==> src/rtl/div_pkg.sv <==
// Shared definitions for the iterative signed divider.
//
// Contents:
//   DIV_WIDTH_DEFAULT - default operand/result width
//   div_state_e       - controller states (IDLE, RUN, FIXUP, DONE)
package div_pkg;

  localparam int DIV_WIDTH_DEFAULT = 32;

  typedef enum logic [1:0] {
    IDLE  = 2'd0,
    RUN   = 2'd1,
    FIXUP = 2'd2,
    DONE  = 2'd3
  } div_state_e;

endpackage

==> src/rtl/div_step.sv <==
// One restoring division step.
// The step is purely combinational: shift in the next dividend bit,
// trial-subtract the divisor, and keep the difference only when the
// subtraction did not borrow.
//
// Ports:
//   i_rem     - partial remainder before this step (WIDTH+1 bits)
//   i_bit     - next dividend magnitude bit, MSB first
//   i_divisor - divisor magnitude (WIDTH+1 bits)
//   o_rem     - partial remainder after this step
//   o_qBit    - quotient bit produced by this step
module div_step
  import div_pkg::*;
#(
  parameter int WIDTH = DIV_WIDTH_DEFAULT
) (
  input  logic [WIDTH:0] i_rem,
  input  logic           i_bit,
  input  logic [WIDTH:0] i_divisor,
  output logic [WIDTH:0] o_rem,
  output logic           o_qBit
);

  logic [WIDTH+1:0] w_shift;
  logic [WIDTH+1:0] w_diff;

  // One extra bit above the shifted remainder acts as the borrow flag.
  assign w_shift = {i_rem, i_bit};
  assign w_diff  = w_shift - {1'b0, i_divisor};

  assign o_qBit = ~w_diff[WIDTH+1];
  assign o_rem  = w_diff[WIDTH+1] ? w_shift[WIDTH:0] : w_diff[WIDTH:0];

endmodule

==> src/rtl/div_iter_32.sv <==
// Iterative signed divider (restoring, one quotient bit per clock).
// Operands are converted to magnitudes, divided over WIDTH cycles, then the
// quotient (and optionally the remainder) get their signs restored.
// The quotient truncates toward zero. Divide-by-zero and the single overflow
// case (most-negative / -1) raise data_exception.
//
// Optional feature: define DIV_ITER_REMAINDER_EN to add the data_remainder
// output (remainder carries the dividend's sign, A = Q*B + R).
//
// Ports:
//   clock          - rising-edge clock
//   reset_n        - asynchronous active-low reset
//   ctrl_div       - start strobe; restarts any operation in flight
//   data_operandA  - signed dividend, captured on start
//   data_operandB  - signed divisor, captured on start
//   data_result    - signed quotient, held until the next result
//   data_exception - divide-by-zero / overflow, valid with data_resultRDY
//   data_resultRDY - one-cycle pulse when a result is presented
//   data_remainder - signed remainder (DIV_ITER_REMAINDER_EN only)
module div_iter_32
  import div_pkg::*;
#(
  parameter int WIDTH = DIV_WIDTH_DEFAULT
) (
  input  logic             clock,
  input  logic             reset_n,
  input  logic             ctrl_div,
  input  logic [WIDTH-1:0] data_operandA,
  input  logic [WIDTH-1:0] data_operandB,
  output logic [WIDTH-1:0] data_result,
  output logic             data_exception,
  output logic             data_resultRDY
`ifdef DIV_ITER_REMAINDER_EN
  ,
  output logic [WIDTH-1:0] data_remainder
`endif
);

  localparam int CW = (WIDTH > 1) ? $clog2(WIDTH) : 1;
  localparam logic [CW-1:0] LAST_STEP = CW'(WIDTH - 1);

  div_state_e r_state;
  div_state_e w_nextState;

  logic [CW-1:0]    r_count;
  logic [WIDTH-1:0] r_quo;
  logic [WIDTH:0]   r_rem;
  logic [WIDTH:0]   r_divisor;
  logic             r_negQ;
  logic [WIDTH-1:0] r_qFix;
  logic             r_ovf;
`ifdef DIV_ITER_REMAINDER_EN
  logic             r_negR;
  logic [WIDTH-1:0] r_remFix;
`endif

  logic [WIDTH:0] w_aExt;
  logic [WIDTH:0] w_bExt;
  logic [WIDTH:0] w_aMag;
  logic [WIDTH:0] w_bMag;
  logic           w_bZero;
  logic [WIDTH:0] w_stepRem;
  logic           w_qBit;

  // Magnitudes are formed at WIDTH+1 bits so |most-negative| fits.
  assign w_aExt  = {data_operandA[WIDTH-1], data_operandA};
  assign w_bExt  = {data_operandB[WIDTH-1], data_operandB};
  assign w_aMag  = w_aExt[WIDTH] ? -w_aExt : w_aExt;
  assign w_bMag  = w_bExt[WIDTH] ? -w_bExt : w_bExt;
  assign w_bZero = (data_operandB == '0);

  div_step #(
    .WIDTH(WIDTH)
  ) u_step (
    .i_rem    (r_rem),
    .i_bit    (r_quo[WIDTH-1]),
    .i_divisor(r_divisor),
    .o_rem    (w_stepRem),
    .o_qBit   (w_qBit)
  );

  // State register.
  always_ff @(posedge clock or negedge reset_n) begin
    if (!reset_n) begin
      r_state <= IDLE;
    end else begin
      r_state <= w_nextState;
    end
  end

  // Next state. A start strobe wins in every state, so a running
  // operation is abandoned without ever being signalled.
  always_comb begin
    w_nextState = r_state;
    if (ctrl_div) begin
      w_nextState = w_bZero ? DONE : RUN;
    end else begin
      case (r_state)
        IDLE:    w_nextState = IDLE;
        RUN:     if (r_count == LAST_STEP) w_nextState = FIXUP;
        FIXUP:   w_nextState = DONE;
        DONE:    w_nextState = IDLE;
        default: w_nextState = IDLE;
      endcase
    end
  end

  // Datapath. On start the dividend magnitude is loaded into the quotient
  // shift register; quotient bits enter at the bottom as dividend bits
  // leave from the top. The magnitude's top bit is always zero for a
  // WIDTH-bit operand, so it simply seeds the partial remainder.
  // Divide-by-zero preloads the fixed-up result so DONE can present it
  // the cycle after the start.
  always_ff @(posedge clock or negedge reset_n) begin
    if (!reset_n) begin
      r_count        <= '0;
      r_quo          <= '0;
      r_rem          <= '0;
      r_divisor      <= '0;
      r_negQ         <= 1'b0;
      r_qFix         <= '0;
      r_ovf          <= 1'b0;
      data_result    <= '0;
      data_exception <= 1'b0;
      data_resultRDY <= 1'b0;
`ifdef DIV_ITER_REMAINDER_EN
      r_negR         <= 1'b0;
      r_remFix       <= '0;
      data_remainder <= '0;
`endif
    end else begin
      data_resultRDY <= 1'b0;
      if (ctrl_div) begin
        r_count   <= '0;
        r_quo     <= w_aMag[WIDTH-1:0];
        r_rem     <= {{WIDTH{1'b0}}, w_aMag[WIDTH]};
        r_divisor <= w_bMag;
        r_negQ    <= data_operandA[WIDTH-1] ^ data_operandB[WIDTH-1];
`ifdef DIV_ITER_REMAINDER_EN
        r_negR    <= data_operandA[WIDTH-1];
`endif
        if (w_bZero) begin
          r_qFix   <= '0;
          r_ovf    <= 1'b1;
`ifdef DIV_ITER_REMAINDER_EN
          r_remFix <= '0;
`endif
        end
      end else begin
        case (r_state)
          RUN: begin
            r_rem   <= w_stepRem;
            r_quo   <= {r_quo[WIDTH-2:0], w_qBit};
            r_count <= r_count + CW'(1);
          end
          FIXUP: begin
            // Only a positive quotient of 2^(WIDTH-1) can overflow.
            r_qFix   <= r_negQ ? -r_quo : r_quo;
            r_ovf    <= ~r_negQ & r_quo[WIDTH-1];
`ifdef DIV_ITER_REMAINDER_EN
            r_remFix <= r_negR ? -r_rem[WIDTH-1:0] : r_rem[WIDTH-1:0];
`endif
          end
          DONE: begin
            data_result    <= r_qFix;
            data_exception <= r_ovf;
            data_resultRDY <= 1'b1;
`ifdef DIV_ITER_REMAINDER_EN
            data_remainder <= r_remFix;
`endif
          end
          default: ;
        endcase
      end
    end
  end

endmodule

==> config.mk <==
export PLATFORM = sky130hd
export DESIGN_NAME = div_iter_32
export DESIGN_NICKNAME = d
export VERILOG_FILES = /design/src/rtl/div_pkg.sv /design/src/rtl/div_step.sv /design/src/rtl/div_iter_32.sv
export SDC_FILE = /design/constraint.sdc
export NUM_CORES = 1
export LEC_CHECK = 0
export ABC_AREA = 1
export CAP_MARGIN = 10
export CORE_AREA = 2 2 250 129
export DETAILED_ROUTE_END_ITERATION = 8
export DIE_AREA = 0 0 252 131
export DONT_BUFFER_PORTS = 1
export PLACE_DENSITY = 0.55
export REMOVE_ABC_BUFFERS = 1
export SETUP_SLACK_MARGIN = 0.02
export SLEW_MARGIN = 40
export SYNTH_ARGS = -nofsm -noshare
export SYNTH_HDL_FRONTEND = slang
export SYNTH_SLANG_ARGS = --single-unit
==> constraint.sdc <==
create_clock -name clock -period 6.5 [get_ports clock]
set_clock_uncertainty 0.1 [all_clocks]
set_input_delay 1.3 -clock clock [delete_from_list [all_inputs] [get_ports clock]]
set_output_delay 1.3 -clock clock [all_outputs]
set_load 0.01 [all_outputs]
==> metrics.md <==
| Metric | Value |
|---|---|
| Fmax achieved | 313 MHz |
| Synth Area in Compound Gates | 0.108 |
| Die Area | around 0.033 mm² |
| Final Net Count | 2033 |
| Placement Cell Area | about 0.013 mm² |
| Worst EP required | between 6 and 7 ns |
| Drc violations | 0 |
| H-tree levels | 4 |
| Detailed placer's ending HPWL | 34100 µm |
| Pre-antenna DRT Iters | 6 |
| Row count | 46 |
| Seq/Total Area, Yosys | 0.339 |
| Max Slew Vio Count | 0 |
| # diodes | 0 |
| Pwr/cell area | 290 mW/mm² |
| Number of gates resized after CTS | 0 |
| Multiplexer share of the synthesized area | 0 |
| Design Area, Final | 0.0137 mm² |
| Clock Root Buffer | clkbuf_16 |
| Min Tclk post-route | 3.19 ns |
| Critical Path AT | around 3.5 ns |
| CTS tree | done |
| Max-cap violations | 0 |
| Ys async rst share | 1.00 |
| XOR/XNOR Fraction of Synth Area | 0.0515 |
| Area leader, netlist | dfrtp_1 |
| Post-route ant nets | 0 |
| Clock slew at reported path FFs | 0.09 ns |
| R2r endpoint | r_qFix[24] |
| Synth Cell Area | 0.0128 mm² |
| Slew headroom | 0.425 |
| Leak | 7.40 nW |
| Main synth FF type | dfrtp_1 |
| WHS Endpoint | data_result[20] |
| Drt initial violations | 1471 |
| Final setup TNS | 0 ns |
| Period utilization | 0.491 |
| Clk_lat worst skew | 0.46 ns |
| Hold crit path type | reg -> reg |
| Share of cells above drive strength 1 | 0.0439 |
| Area contributors post-synth | dfrtp_1, nand2_1, inv_1 |
| Number of port buffers | 0 |
| CTS Sinks | 173 |
| Die width | 252 µm |
| Final Hold Viols | 0 |
| Largest net degree at the start of global routing | 174 |
| Adder-Cell Fraction of Synth Area | 0.0418 |
| Startpoint types | flop |
| Register bit total from synthesis | 173 |
| Grt total ovfl | 0 |
| Area Growth Syn to Fin | 7.51% |
| Hold path cells | 2 |
| Reg2reg setup slack | around 3.3 ns |
| Num CTS Buffers | 17 |
| Reg2reg path depth | 11 |
| Status | complete, no violations |
| Count of cell types in the netlist | ~50 |
| RSZ-0062 raised after global routing | no |
| Clock Path Buffers | 2 |
| Total routed wirelength | 44200 µm |
| Die Ht | 131 µm |
| First-pass GRT wire length | 66700 µm |
| Number of synthesized flops with an enable pin | 0 |
| Worst Hold Launch | r_qFix[20] |
| Post-Synthesis Cells | 1956 |
| Slew @ Worst Pin | 0.855 ns |
| Wirelength per Cell | around 19 µm |
| Largest family of logic cells by synthesized area | simple AND/OR/NAND/NOR gates |
| Initial Util | 0.412 |
| Core ar. | slightly above 0.03 mm² |
| Hold bufs inserted after CTS | 0 |
| Post-CTS Setup Bufs | 0 |
| Synth Warn # | 0 |
| Avg Cell Area, Syn | around 6.5 µm² |
| Worst r2r src | r_quo[11] |
| Antenna violations before repair | 0 |
| Critical Path End Type | flop |
| Final setup viols | 0 |
| Critical-path maximum fanout | 6 |
| Yosys top cell area share | 0.339 |
| Worst Setup Path Type | reg -> reg |
| Via density | roughly 5.2 |
| Fillers | 3266 |
| Fin Hold WS | 0.384 ns |
| Routability cong. | 0.965 |
| All-Layer GR Usage | 0.271 |
| Maximum vdd drop | 0.000217 V |
| Via count | 12300 |
| Vias in the first global route | approximately 11000 |
| Simple-Gate Fraction of Synth Area | 0.342 |
| # IOs | 101 |
[metal layers]
metal  wire, µm  track usage  vias up
li1           -            -     6088
met1      23700        0.454     5653
met2      14400        0.299      505
met3       5630        0.113       24
met4        270       0.0372        2
met5        108       0.0229        -
[power breakdown]
part	internal (mW)	switching (mW)	total [mW]	leakage, nW
clock network	0.534	0.577	1.11	0.303
registers	1.37	0.253	1.63	2.17
logic	0.368	0.867	1.23	4.92
total	2.28	1.70	3.97	7.40
[final cells by class]
cell class	instances	area [µm²]	share of cell area
clock buffer	17	425	0.0310
clock inverter	15	209	0.0152
inverter	336	1260	0.0919
multi-input combinational	1391	6950	0.506
sequential	173	4330	0.315
tap	408	510	0.0372
timing repair buffer	5	37.5	0.00274
[state kept, by name (all words and copies together) (netlist names)]
register / cells
r_ovf: 1
r_state: 2
r_negQ: 1
r_rem: 33
r_divisor: 33
r_count: 5
r_qFix: 32
data_result: 32
data_resultRDY: 1
r_quo: 32
data_exception: 1
[synth_stat cells (7+ instances only)]
| library cell | instances |
|---|---|
| nand2_1 | 605 |
| inv_1 | 332 |
| dfrtp_1 | 173 |
| nor2_1 | 159 |
| o21ai_0 | 158 |
| nand3_1 | 157 |
| xor2_1 | 66 |
| clkbuf_1 | 41 |
| ha_1 | 41 |
| a21oi_1 | 39 |
| nand4_1 | 36 |
| nor3_1 | 22 |
| o22ai_1 | 19 |
| nand2_2 | 15 |
| a31oi_1 | 9 |
| xnor2_1 | 9 |
| buf_2 | 7 |
| nand3b_1 | 7 |
[layout by cell type, fill, tap and decap left out, types with 3 or more instances in the layout]
master     instances
nor2_4             3
dfrtp_1          173
nand4_1           36
clkbuf_16         17
nand3_1          157
o22ai_1           19
nor3_1            22
inv_12             3
inv_1            330
nand2_4            6
nand2_2           16
clkinv_8           7
xor2_1            66
a31oi_1            9
a21oi_1           39
nor2_1           156
nand2_1          603
o21ai_0          158
nand3_2            3
inv_2              6
a22o_1             3
a21oi_2            3
ha_1              41
nor2_2             3
xnor2_1            9
buf_4              5
inv_6              3
o31ai_1            3
nand3b_1           7
o211ai_1           4
[logic make-up after synthesis]
logic type / after synthesis
AOI/OAI and AO/OA: 250
xor gates and xnor gates: 75
DFF: 173
and+or+nand+nor: 1024
buffers and inverters: 392
adders and majority gates: 42
[worst max-delay path, cell delays in order, from the launching register on]
cell	delay, ns
dfrtp_1	0.40
inv_1	0.16
nand2_1	0.10
nor3_1	0.66
nand4_1	0.53
nor2_1	0.40
nand2_1	0.14
or2_2	0.31
nand2_1	0.06
nand2_1	0.05
nand3_1	0.11
nand2_1	0.07
[through the flow]
| stage | cells | util | setup slack [ns] | power (mW) |
|---|---|---|---|---|
| final | 2345 | 0.443 | 3.31 | 3.97 |
| after detailed placement | 2313 | 0.423 | 2.91 | 2.84 |
| after CTS | 2345 | 0.443 | 3.39 | 3.96 |
| after floorplan | 1900 | - | 2.67 | 2.41 |
| after global routing | 2345 | 0.443 | 3.12 | 4.24 |
| after global placement | 2313 | 0.422 | 2.40 | 2.84 |
[worst max path at each step]
| stage | start | depth (start not counted) | to | slack [ns] |
|---|---|---|---|---|
| after floorplan | ctrl_div | 4 | r_quo[8] | 2.67 |
| after global placement | ctrl_div | 6 | r_qFix[22] | 2.40 |
| after CTS | data_operandB[0] | 11 | r_qFix[30] | 3.39 |
| after detailed placement | data_operandB[0] | 11 | r_qFix[30] | 2.91 |
| after global routing | r_divisor[6] | 17 | r_rem[31] | 3.12 |
| final | r_quo[11] | 11 | r_qFix[24] | 3.31 |
(Power assumes the default switching activity.)
